### src/rtl/pattern_buffer.sv
// rtl/pattern_buffer.sv - buffer/field store with serial pattern streamer; optional PATBUF_CLEAR_EN clears memory after reset
module pattern_buffer #(
   parameter int bufp_width   = 3,
   parameter int fieldp_width = 5,
   parameter int buffer_width = 8
) (
   input  logic                    clk,
   input  logic                    rst,
   input  logic [bufp_width-1:0]   bufp,
   input  logic [fieldp_width-1:0] fieldp,
   input  logic [fieldp_width-1:0] fieldwp,
   input  logic                    field_we,
   input  logic [buffer_width-1:0] field_byte_out,
   output logic [buffer_width-1:0] field_byte_in,
   input  logic                    stream_start,
   input  logic [bufp_width-1:0]   stream_buf,
   input  logic [fieldp_width-1:0] stream_len,
   output logic                    pat_bit,
   output logic                    pat_valid,
   input  logic                    pat_ready,
   output logic                    stream_busy,
   output logic                    stream_done
);

   localparam int addr_width = bufp_width + fieldp_width;
   localparam int depth      = 1 << addr_width;
   localparam int bcnt_width = (buffer_width > 1) ? $clog2(buffer_width) : 1;

`ifdef PATBUF_CLEAR_EN
   typedef enum logic [1:0] {IDLE, FETCH, SHIFT, CLEAR} state_t;
   localparam state_t reset_state = CLEAR;
   logic [addr_width-1:0] clr_addr;
`else
   typedef enum logic [1:0] {IDLE, FETCH, SHIFT} state_t;
   localparam state_t reset_state = IDLE;
`endif

   state_t state, next_state;

   logic [buffer_width-1:0] mem [depth];
   logic [bufp_width-1:0]   sbuf;
   logic [fieldp_width-1:0] slen;
   logic [fieldp_width-1:0] fcnt;
   logic [bcnt_width-1:0]   bcnt;
   logic [buffer_width-1:0] shreg;
   logic                    done_q;

   logic                    wr_en;
   logic [addr_width-1:0]   wr_addr;
   logic [buffer_width-1:0] wr_data;
   logic                    rd_zero;
   logic                    last_bit;
   logic                    last_field;

   assign last_bit    = (bcnt == '0);
   assign last_field  = (fcnt == slen);
   assign pat_bit     = (state == SHIFT) & shreg[buffer_width-1];
   assign stream_done = done_q;

   // Streamer state register
   always_ff @(posedge clk) begin
      if (rst)
         state <= reset_state;
      else
         state <= next_state;
   end

   // Streamer next-state and handshake outputs
   always_comb begin
      next_state  = state;
      stream_busy = (state != IDLE);
      pat_valid   = (state == SHIFT);
      case (state)
         IDLE:    if (stream_start) next_state = FETCH;
         FETCH:   next_state = SHIFT;
         SHIFT:   if (pat_ready && last_bit) next_state = last_field ? IDLE : FETCH;
`ifdef PATBUF_CLEAR_EN
         CLEAR:   if (clr_addr == addr_width'(depth - 1)) next_state = IDLE;
`endif
         default: next_state = IDLE;
      endcase
   end

   // Write port mux: the clear sweep takes over the write port and blanks reads
   always_comb begin
      wr_en   = field_we;
      wr_addr = {bufp, fieldwp};
      wr_data = field_byte_out;
      rd_zero = 1'b0;
`ifdef PATBUF_CLEAR_EN
      if (state == CLEAR) begin
         wr_en   = 1'b1;
         wr_addr = clr_addr;
         wr_data = '0;
         rd_zero = 1'b1;
      end
`endif
   end

   // Storage array write; contents intentionally not reset
   always_ff @(posedge clk) begin
      if (wr_en)
         mem[wr_addr] <= wr_data;
   end

   // Core read port, one cycle latency, read-first against a same-cycle write
   always_ff @(posedge clk) begin
      if (rst)
         field_byte_in <= '0;
      else if (rd_zero)
         field_byte_in <= '0;
      else
         field_byte_in <= mem[{bufp, fieldp}];
   end

   // Streamer datapath: latched parameters, field/bit counters, shift register, done pulse
   always_ff @(posedge clk) begin
      if (rst) begin
         sbuf   <= '0;
         slen   <= '0;
         fcnt   <= '0;
         bcnt   <= '0;
         shreg  <= '0;
         done_q <= 1'b0;
      end else begin
         done_q <= 1'b0;
         case (state)
            IDLE: begin
               if (stream_start) begin
                  sbuf <= stream_buf;
                  slen <= stream_len;
                  fcnt <= '0;
               end
            end
            FETCH: begin
               shreg <= mem[{sbuf, fcnt}];
               bcnt  <= bcnt_width'(buffer_width - 1);
            end
            SHIFT: begin
               if (pat_ready) begin
                  if (!last_bit) begin
                     shreg <= {shreg[buffer_width-2:0], 1'b0};
                     bcnt  <= bcnt - 1'b1;
                  end else if (last_field) begin
                     done_q <= 1'b1;
                  end else begin
                     fcnt <= fcnt + 1'b1;
                  end
               end
            end
            default: ;
         endcase
      end
   end

`ifdef PATBUF_CLEAR_EN
   // Clear sweep address, restarts at 0 on every reset
   always_ff @(posedge clk) begin
      if (rst)
         clr_addr <= '0;
      else if (state == CLEAR)
         clr_addr <= clr_addr + 1'b1;
   end
`endif

endmodule

### config.mk
export PLATFORM = sky130hd
export DESIGN_NAME = pattern_buffer
export DESIGN_NICKNAME = d
export VERILOG_FILES = /design/src/rtl/pattern_buffer.sv
export SDC_FILE = /design/constraint.sdc
export NUM_CORES = 2
export LEC_CHECK = 0
export ABC_AREA = 1
export CAP_MARGIN = 20
export CORE_ASPECT_RATIO = 1.5
export CORE_MARGIN = 2
export CORE_UTILIZATION = 27
export DETAILED_ROUTE_END_ITERATION = 7
export GPL_ROUTABILITY_DRIVEN = 0
export MAX_ROUTING_LAYER = met4
export PLACE_DENSITY = 0.53
export RECOVER_POWER = 50
export REMOVE_ABC_BUFFERS = 1
export SETUP_SLACK_MARGIN = 0.5
export SYNTH_ARGS = -nofsm -noshare
export SYNTH_HDL_FRONTEND = slang
export SYNTH_SLANG_ARGS = --single-unit
### constraint.sdc
create_clock -name clk -period 2.9 [get_ports clk]
set_clock_uncertainty 0.05 [all_clocks]
set_input_delay 0.58 -clock clk [delete_from_list [all_inputs] [get_ports clk]]
set_output_delay 0.58 -clock clk [all_outputs]
set_load 0.05 [all_outputs]
==> results.py <==
metrics = {
    "worst_setup_path": {
        "rr_worst_depth": 16,
        "crit_type": "in2reg",
        "startpoint_type": "primary input",
        "critPathMaxFanout": 53,
        "r2r_start": "fcnt[0]$_SDFFE_PP0P_",
        "cp-startpoint": "field_byte_out[6]",
        "r2r_end": "shreg[7]$_SDFFE_PP0P_",
        "crit_end": "mem[118][6]$_DFFE_PP_",
        "worstPathArrival_ns": 3.41,
        "regToRegSetupSlack_ns": 0.14,
        "worstSetupEndpointType": "flop",
        "cp_data_required_time_ns": 3.49,
    },
    "outcome": {
        "violations": "design-rule violations, max-capacitance violations, max-slew violations",
        "outcome": "finished with violations",
    },
    "power": {
        "p_per_area_nw_per_um2": 565.9,
        "p_leak_nw": 48.96,
        "vdd.ir_drop.worst_v": 0.0004905,
    },
    "final_layout": {
        "layout_commonest_cell": "nand2_1",
        "drive_gt1_share_pct": 14.50,
        "final_util_pct": 33.20,
        "multiInputGateArea_um2": 38360,
        "nets": 12598,
        "final_cell_mix": "nand2_1, edfxtp_1, nor2_1, o21ai_0, nand3_1",
        "regArea_um2": 62230,
        "num-fill-cells": 40023,
        "syn_to_final_growth_pct": 22.28,
    },
    "clocking": {
        "htreeDepth": 4,
        "cts-buffers-inserted": 200,
        "numClockSinks": 2083,
        "path_clk_slew_ns": 0.07,
        "cts_tree": "built",
        "clockBufferDepth": 4,
        "insertion_delay_ns": 0.95,
        "clock-root-buffer": "clkbuf_16",
    },
    "floorplan": {
        "die_y_um": 771.7,
        "ios": 46,
        "initial_utilization_pct": 27.16,
        "std_cell_rows": 281,
        "dieWidth_um": 515.8,
        "core_um2": 390600,
        "dieArea_um2": 398000,
    },
    "route": {
        "drt_iter0_drc": 10876,
        "via_per_inst": 5.245,
        "finalWirelength_um": 455200,
        "drc": 6,
        "vias": 94252,
        "drt_first_pass_iters": 8,
        "wl_per_cell_um": 25.33,
        "ant_nets": 0,
    },
    "place": {
        "post-place-ws_ns": -0.6236,
        "numPortBuffers": 45,
        "dp_hpwl_um": 307700,
    },
    "yosys": {
        "synth_cell_type_count": 36,
        "syn_area_per_cell_um2": 8.881,
        "synthCells": 11943,
        "ys_warn_count": 0,
        "seq_area_frac_synth_pct": 58.64,
        "synth-edff-count": 2048,
        "ys_ff_latch": 2083,
        "synth_async_sr_flop_share_pct": 0,
        "synth_area_um2": 106100,
        "synth_ff_type": "edfxtp_1",
    },
    "grt": {
        "grt_pass1_wl_um": 643500,
        "grt_use_met2_pct": 37.86,
        "met1_usage_pct": 24.44,
        "grt_start_max_net_pins": 110,
        "grt_busiest_layer": "met2",
        "grt_pass1_vias": 90804,
        "grt.met3_usage_pct": 2.975,
        "grt_overflow": 0,
        "antenna_found_initial": 19,
        "grt_use_total_pct": 22.79,
    },
    "timing": {
        "rsz0062_at_grt": "yes",
        "worstMarginPinSlew_ns": 2.468,
        "worst_slack_ns": 0.07909,
        "hold_violations": 0,
        "drv_slew": 588,
        "tns_ns": 0,
        "clock.fmax_mhz": 354.5,
        "finalCritPeriodShare_pct": 97.27,
        "maxSlewHeadroom_pct": -64.57,
        "setup_violations": 0,
        "finalCriticalPeriod_ns": 2.821,
    },
    "flow_run": {
        "maxCapViolations": 12,
    },
    "min_path": {
        "min_path_type": "in2reg",
    },
}
[report_power, final]
part	switching (mW)	internal (mW)	total [mW]
Clock	12.2	14.2	26.4
Sequential	0.123	33.2	33.3
Combinational	9.03	4.70	13.7
[sequential cells by signal, indices dropped and copies added, names as in the netlist]
signal	count
mem	2048
field_byte_in	8
shreg	8
fcnt	5
slen	5
bcnt	3
sbuf	3
state	2
stream_done	1
[Yosys cell counts, types with 2 or more instances]
master	number	area [um^2]
ha_1	3	37.54
buf_4	100	750.7
o211ai_1	103	773.2
clkinv_1	2	7.510
or2_0	3	18.77
buf_12	2	40.04
o21ai_1	67	335.3
o221ai_1	83	727.0
xnor2_1	2	17.52
buf_1	125	469.2
edfxtp_1	2048	61500
or2_1	4	25.02
nand3_1	1366	6837
buf_8	4	60.06
nor3b_1	2	15.01
inv_2	8	30.03
o21ai_0	1402	7017
buf_6	54	608.1
dfxtp_1	35	700.7
or2_2	6	37.54
nand2_1	2816	10570
o22ai_1	237	1483
xor2_1	3	26.28
inv_1	549	2061
a21oi_1	439	2197
a211oi_1	2	15.01
nor3_1	2	10.01
clkbuf_1	332	1246
buf_2	306	1531
nor2_1	1832	6877
[what timing repair did]
item                                    CTS  global route
pin swaps                                55            33
hold endpoints to repair                 26             0
hold buffers                              3             0
cloned                                   24            10
setup buffers                            27            16
resized for setup                       389           118
endpoints found under the setup margin   29            25
[routing by layer]
metal | part of all wire (%) | wire length (um)
met1 | 35 | 158700
met2 | 48 | 220600
met3 | 7.2 | 32700
met4 | 9.5 | 43170
met5 | 0 | 0
[final cells by class]
| type | instances | area share [%] |
|---|---|---|
| Sequential cell | 2083 | 47.98 |
| Multi-Input combinational cell | 8378 | 29.57 |
| Timing Repair Buffer | 1337 | 10.84 |
| Tap cell | 5235 | 5.050 |
| Clock buffer | 239 | 4.027 |
| Inverter | 559 | 1.691 |
| Clock inverter | 120 | 0.7862 |
| Antenna cell | 16 | 0.03087 |
| Timing Repair inverter | 2 | 0.02219 |
[how the worst min path moves through the flow]
stage | startpoint | end | cells after the start
finish | rst | slen[4]$_SDFFE_PP0P_ | 4
global placement | slen[3]$_SDFFE_PP0P_ | slen[3]$_SDFFE_PP0P_ | 2
global route | rst | slen[2]$_SDFFE_PP0P_ | 4
floorplan | slen[2]$_SDFFE_PP0P_ | slen[2]$_SDFFE_PP0P_ | 2
detailed placement | slen[3]$_SDFFE_PP0P_ | slen[3]$_SDFFE_PP0P_ | 2
CTS | field_byte_out[4] | mem[64][4]$_DFFE_PP_ | 1
[logic make-up (layout without fill, tap and decap cells)]
| group | Yosys count | after routing | share of synthesized area [%] |
|---|---|---|---|
| DFF | 2083 | 2083 | 58.64 |
| buffers and inverters | 1482 | 2257 | 6.415 |
| AOI/OAI and AO/OA | 2334 | 2334 | 11.84 |
| adders and majority gates | 3 | 3 | 0.03539 |
| other | 0 | 16 | 0 |
| xor gates and xnor gates | 5 | 5 | 0.04129 |
| and+or+nand+nor | 6036 | 6036 | 23.03 |
[worst max-delay path, cell delays in order]
cell	delay, ns
clkbuf_2	1.08
clkbuf_2	1.13
clkbuf_1	0.46
[through the flow]
| step | hold slack (ns) | instances | power, mW | area, um^2 |
|---|---|---|---|---|
| final | 0.04466 | 17969 | 73.40 | 129700 |
| after floorplan | 0.3849 | 11020 | 39.65 | 101400 |
| after detailed placement | 0.4040 | 17514 | 45.84 | 120600 |
| after global routing | 0.09860 | 17968 | 75.40 | 129700 |
| after global placement | 0.4025 | 17514 | 45.83 | 120600 |
| after CTS | 0.001794 | 17927 | 73.11 | 129200 |
(Power assumes the default switching activity.)
